File: src/rtl/mem_stream_reader.sv
// Sequential word-read engine: issues word_count reads, returns {addr,data} in issue order, MEM_LATENCY+1 cycles issue-to-out_valid.
// Downstream stalls throttle issue via credits (inflight + fifo occupancy), so the output FIFO can never overflow.

module sync_fifo #(
  parameter int WIDTH = 64,
  parameter int DEPTH = 4,
  parameter int CW    = $clog2(DEPTH) + 1
) (
  input  logic             clock,
  input  logic             reset,
  input  logic             push,
  input  logic [WIDTH-1:0] push_dat,
  input  logic             pop,
  output logic [WIDTH-1:0] head_dat,
  output logic             empty,
  output logic [CW-1:0]    count
);
  localparam int AW = $clog2(DEPTH);
  localparam logic [CW-1:0] DEPTH_C = DEPTH[CW-1:0];

  logic [WIDTH-1:0] mem [DEPTH];
  logic [AW-1:0]    wr_ptr, rd_ptr;
  logic             full, do_push, do_pop;

  assign empty    = (count == '0);
  assign full     = (count == DEPTH_C);
  assign do_pop   = pop && !empty;
  // A push into a full FIFO is fine when the head leaves in the same cycle.
  assign do_push  = push && (!full || do_pop);
  assign head_dat = mem[rd_ptr];

  always_ff @(posedge clock or posedge reset) begin
    if (reset) begin
      wr_ptr <= '0;
      rd_ptr <= '0;
      count  <= '0;
      for (int i = 0; i < DEPTH; i++) mem[i] <= '0;
    end else begin
      if (do_push) begin
        mem[wr_ptr] <= push_dat;
        wr_ptr      <= wr_ptr + 1'b1;
      end
      if (do_pop) rd_ptr <= rd_ptr + 1'b1;
      count <= count + {{(CW-1){1'b0}}, do_push} - {{(CW-1){1'b0}}, do_pop};
    end
  end
endmodule

module mem_stream_reader #(
  parameter int MEM_LATENCY = 1,
  parameter int FIFO_DEPTH  = 4,
  parameter int COUNT_W     = 16
) (
  input  logic               clock,
  input  logic               reset,
  input  logic               start,
  input  logic [31:0]        base_addr,
  input  logic [COUNT_W-1:0] word_count,
  output logic               busy,
  output logic               done,
  output logic [31:0]        mem_addr_32,
  output logic               mem_rw,
  output logic               mem_en,
  input  logic [31:0]        mem_data_in_32,
  output logic               out_valid,
  input  logic               out_ready,
  output logic [31:0]        out_data,
  output logic [31:0]        out_addr
);
  localparam int CW = $clog2(FIFO_DEPTH) + 1;
  localparam logic [CW:0] DEPTH_C = FIFO_DEPTH[CW:0];

  typedef enum logic [1:0] {IDLE, ISSUE, DRAIN, FINISH} state_t;

  typedef struct packed {
    logic [31:0] data;
    logic [31:0] addr;
  } entry_t;

  state_t              state_q, state_d;
  logic [31:0]         addr_q, last_addr_q;
  logic [COUNT_W-1:0]  remaining_q;
  logic [MEM_LATENCY-1:0] pipe_vld_q;
  logic [31:0]         pipe_addr_q [MEM_LATENCY];
  logic [CW-1:0]       inflight_q, fifo_count;
  logic [CW:0]         credit_used;
  logic                issue, ret_vld, pop_vld, fifo_empty, accept;
  entry_t              push_dat, head_dat;

  assign pop_vld = out_valid && out_ready;
  assign ret_vld = pipe_vld_q[MEM_LATENCY-1];
  // Credits in use after this cycle's pop; a return only moves a credit from pipe to FIFO.
  assign credit_used = {1'b0, inflight_q} + {1'b0, fifo_count} - {{CW{1'b0}}, pop_vld};
  assign accept = (state_q == IDLE) && start;

  always_comb begin
    state_d = state_q;
    issue   = 1'b0;
    busy    = 1'b0;
    done    = 1'b0;
    case (state_q)
      IDLE: begin
        if (start) state_d = (word_count == '0) ? FINISH : ISSUE;
      end
      ISSUE: begin
        busy  = 1'b1;
        issue = (credit_used < DEPTH_C);
        if (issue && remaining_q == {{(COUNT_W-1){1'b0}}, 1'b1}) state_d = DRAIN;
      end
      DRAIN: begin
        busy = 1'b1;
        if (inflight_q == '0 && fifo_empty) state_d = FINISH;
      end
      FINISH: begin
        done    = 1'b1;
        state_d = IDLE;
      end
      default: state_d = IDLE;
    endcase
  end

  always_ff @(posedge clock or posedge reset) begin
    if (reset) begin
      state_q     <= IDLE;
      addr_q      <= '0;
      last_addr_q <= '0;
      remaining_q <= '0;
      inflight_q  <= '0;
      pipe_vld_q  <= '0;
      for (int i = 0; i < MEM_LATENCY; i++) pipe_addr_q[i] <= '0;
    end else begin
      state_q <= state_d;
      if (accept) begin
        addr_q      <= base_addr & 32'hFFFF_FFFC;
        remaining_q <= word_count;
      end else if (issue) begin
        addr_q      <= addr_q + 32'd4;
        last_addr_q <= addr_q;
        remaining_q <= remaining_q - 1'b1;
      end
      inflight_q     <= inflight_q + {{(CW-1){1'b0}}, issue} - {{(CW-1){1'b0}}, ret_vld};
      pipe_vld_q[0]  <= issue;
      pipe_addr_q[0] <= addr_q;
      for (int i = 1; i < MEM_LATENCY; i++) begin
        pipe_vld_q[i]  <= pipe_vld_q[i-1];
        pipe_addr_q[i] <= pipe_addr_q[i-1];
      end
    end
  end

  assign mem_en      = issue;
  assign mem_rw      = 1'b1;
  assign mem_addr_32 = issue ? addr_q : last_addr_q;

  assign push_dat.data = mem_data_in_32;
  assign push_dat.addr = pipe_addr_q[MEM_LATENCY-1];

  sync_fifo #(
    .WIDTH ($bits(entry_t)),
    .DEPTH (FIFO_DEPTH),
    .CW    (CW)
  ) u_out_fifo (
    .clock    (clock),
    .reset    (reset),
    .push     (ret_vld),
    .push_dat (push_dat),
    .pop      (pop_vld),
    .head_dat (head_dat),
    .empty    (fifo_empty),
    .count    (fifo_count)
  );

  assign out_valid = !fifo_empty;
  assign out_data  = head_dat.data;
  assign out_addr  = head_dat.addr;
endmodule

File: config.mk
export PLATFORM = sky130hd
export DESIGN_NAME = mem_stream_reader
export DESIGN_NICKNAME = d
export VERILOG_FILES = /design/src/rtl/mem_stream_reader.sv
export SDC_FILE = /design/constraint.sdc
export NUM_CORES = 1
export LEC_CHECK = 0
export BUFFER_PORTS_ARGS = -buffer_cell sky130_fd_sc_hd__buf_4
export CAP_MARGIN = 20
export CORE_ASPECT_RATIO = 1.75
export CORE_MARGIN = 2
export CORE_UTILIZATION = 35
export CTS_CLUSTER_DIAMETER = 100
export DETAILED_ROUTE_END_ITERATION = 16
export GPL_TIMING_DRIVEN = 0
export PLACE_DENSITY_LB_ADDON = 0.25
export SYNTH_ARGS = -nofsm -noshare
export SYNTH_HDL_FRONTEND = slang
export SYNTH_SLANG_ARGS = --single-unit
export TNS_END_PERCENT = 50
File: constraint.sdc
create_clock -name clock -period 14.7 [get_ports clock]
set_input_delay 0 -clock clock [delete_from_list [all_inputs] [get_ports clock]]
set_output_delay 0 -clock clock [all_outputs]
set_load 0.01 [all_outputs]
==> flow_summary.ini <==
[clocking]
cts.clk_slew.worst_paths_ps = 60
clkSinkCount = 369
cts_made_buffers = 38
clk-insertion-delay-late_ps = 540
post_cts_buffers = 0
htree_levels = 2
clockBufferDepth = 3
cts_root_buf = clkbuf_16
tritoncts = done

[synth]
synth-seq-cells = 369
synth-seq-area-share = 0.556
yosys.area.top_type_share = 0.556
syn_area_sq_um = 16600
synth_top_cells_by_area = dfrtp_1 (56%), mux2_2 (19%), mux4_2 (8.4%)
synth-edff-count = 0
synth.avg_cell_area_sq_um = 13.7
synth_flop_cell = dfrtp_1
ys_types = 58
ys_warn_count = 0
synth_cells = 1215
synth_largest_area_cell = dfrtp_1
synth-async-reset-ratio = 1.00

[timing]
fin_crit_sh = 0.346
slew_headroom = 0.241
hold_violations = 0
hold_slack_ps = 75.3
skew_ps = 22.5
worst_slew_pin_slew_ps = 1130
fmax_ghz = 0.197
grt_setup_unrepaired = no
final_max_slew_viol_count = 0
layout_setup_ws_ps = 9620
setup_violations = 0
setup-tns-final_ps = 0
fin_crit_ps = 5080

[worst_setup_path]
reg2reg_depth = 17
critPathArrivalTime_ps = 5540
crit_path_top_delay_cell = nor4_2
worst-path-buf-inv = 6
path_common_cell = inv_1
r2r_slack_ps = 9620
path_class = flip-flop to flip-flop
path_delay_family = simple AND/OR/NAND/NOR gates
start_kind = flip-flop
cp_max_fo = 12
critPathMaxStageDelay_ps = 660
end_kind = flip-flop
required_ps = 15160
timing.rr.start = u_out_fifo.count[1]
timing.rr.end = inflight_q[2]
timing.critical_path.cells = inv_1 -> nand3_1 -> and2_1 -> ha_1 -> inv_1 -> ha_1 -> and3b_1 -> nor4_2 -> o21ai_0 -> clkbuf_1 -> inv_1 -> clkbuf_1 -> ha_1 -> inv_1 -> fa_1 -> xnor2_1 -> xnor2_1

[routing]
drtAntennaViolNets = 0
viasPerCell = 5.10
dr.first_iter.drc_count = 468
vias = 10900
wl_mm = 42.9
drc = 0
post_drt_wl_per_cell_um = 20.1
drtPass1Iterations = 5

[outcome]
status = finished, final reports clean

[pwr]
p_leak_nw = 9.36
p_sw_mw = 1.67
p_clk_frac = 0.207
switching_share = 0.350
p_per_area_nw_per_um2 = 228
seqPwrFrac = 0.378
p_comb_frac = 0.416
power.internal_mw = 3.10
ir_drop_mv = 0.109

[hold_path]
min_path_type = input pin to async pin

[floorplan]
row_count = 105
die_y_um = 292
die_w_um = 169
ios = 185
core-area_sq_um = 46900
start_util = 0.354
die-area_sq_um = 49300

[global_routing]
grt_start_max_net_pins = 116
grt_pass1_vias = 11900
grt_usage = 0.178
antenna_found_initial = 0
grt_overflow = 0
grt_pass1_wl_mm = 67.8

[final_layout]
fillerInstances = 4317
final_layout_size_suffix_gt1_frac = 0.392
antenna_cells = 0
nets = 1625
area_growth_syn_to_layout_pct = 25.7
utilization = 0.445

[placed_design]
place.gp.congestion = 0.846
pre_cts_ws_ps = 9690
port_buffers = 179
hpwl_mm = 30.3

[run]
drv_cap = 0
[how the worst max path moves through the flow]
stage | from | endpoint | slack (ps) | cells past startpoint
after floorplan | reset | addr_q[10] | 4450 | 1
after global placement | reset | remaining_q[13] | 490 | 2
after detailed placement | u_out_fifo.count[1] | inflight_q[2] | 9690 | 17
after CTS | u_out_fifo.count[1] | inflight_q[2] | 9620 | 17
after global routing | u_out_fifo.count[1] | inflight_q[2] | 9300 | 17
final | u_out_fifo.count[1] | inflight_q[2] | 9620 | 17
[cells in the mapped netlist, types with 3 or more instances]
| cell | n |
|---|---|
| mux4_2 | 62 |
| nand2_1 | 128 |
| ha_1 | 20 |
| o31ai_1 | 5 |
| nand4_1 | 7 |
| a31oi_1 | 17 |
| nor2b_1 | 3 |
| xnor2_1 | 25 |
| nand3_1 | 19 |
| a211oi_1 | 5 |
| inv_1 | 33 |
| and2_1 | 4 |
| o21ai_0 | 38 |
| nor4_1 | 4 |
| buf_4 | 3 |
| xor2_1 | 6 |
| o211ai_1 | 5 |
| a2111oi_2 | 4 |
| buf_1 | 6 |
| and3_1 | 6 |
| or4_1 | 10 |
| a21oi_1 | 8 |
| clkbuf_1 | 56 |
| or3_1 | 11 |
| mux2_2 | 278 |
| nand3b_1 | 4 |
| a2111oi_0 | 5 |
| dfrtp_1 | 369 |
| buf_2 | 7 |
| nor2_1 | 31 |
[tightest hold or removal path, delay by kind of cell]
kind | cells | cell delay (ps)
buffers and inverters | 3 | 1030
[sequential cells by signal (all words and copies together), names as in the netlist, 3 cells and up]
signal,count
pipe_addr_q,30
addr_q,30
u_out_fifo.mem,248
last_addr_q,32
u_out_fifo.count,3
remaining_q,16
inflight_q,3
[cells in the final DEF (no fill, tap or decap), types with 12 or more instances in the layout]
master and instances:
dlygate4sd3_1 81, clkbuf_8 12, a31oi_1 17, nand2_1 128, clkbuf_1 61, ha_1 20
clkbuf_16 38, nand3_1 19, xnor2_1 25, nor2_1 31, dfrtp_1 369, mux2_2 278
mux4_2 62, buf_4 182, o21ai_0 38, inv_1 32
[power by group through the flow]
| stage | logic, mW | registers [mW] | clock network, mW |
|---|---|---|---|
| floorplan | 1.28 | 1.70 | 0 |
| global placement | 1.98 | 1.79 | 0 |
| detailed placement | 2.01 | 1.82 | 0 |
| CTS | 2.04 | 1.80 | 1.02 |
| global route | 2.17 | 1.87 | 1.06 |
| finish | 1.98 | 1.80 | 0.986 |
[cell type report]
class | count | area [sq um] | share of cell area
Inverter | 33 | 131 | 0.00630
Buffer | 73 | 302 | 0.0145
Timing Repair Buffer | 263 | 2240 | 0.107
Sequential cell | 369 | 9230 | 0.443
Tap cell | 588 | 736 | 0.0353
Clock inverter | 13 | 145 | 0.00696
Multi-Input combinational cell | 741 | 6950 | 0.333
Clock buffer | 55 | 1130 | 0.0544
[logic make-up after synthesis]
group / Yosys count / share of synthesized area
fa+ha+maj: 22 / 0.0175
compound gates: 104 / 0.0427
mux: 342 / 0.274
xor+xnor: 31 / 0.0164
simple gates: 239 / 0.0673
buf+inv: 106 / 0.0256
flops: 369 / 0.556
other cells: 2 / 0.000452
[stage by stage]
step	cells	power [mW]	area [sq um]
2_1_floorplan	1216	2.98	16600
3_3_place_gp	1983	3.76	18700
3_5_place_dp	1986	3.83	18800
4_1_cts	2135	4.86	20900
5_1_grt	2135	5.09	20900
6_report	2135	4.77	20900
[repair_timing]
action | 4_1_cts | 5_1_grt
hold endpoints to repair | 241 | 0
endpoints found under the setup margin | 0 | 0
hold buffers | 81 | 0
gates resized for setup | 0 | 0
[routing by layer]
layer,global-route usage,vias up,share of wire
met5,0,-,0
met4,0.0658,0,0.035
met3,0.0229,80,0.033
met2,0.333,255,0.54
met1,0.204,5568,0.39
li1,-,4993,-
No activity file was read; power rests on OpenSTA's default activity.
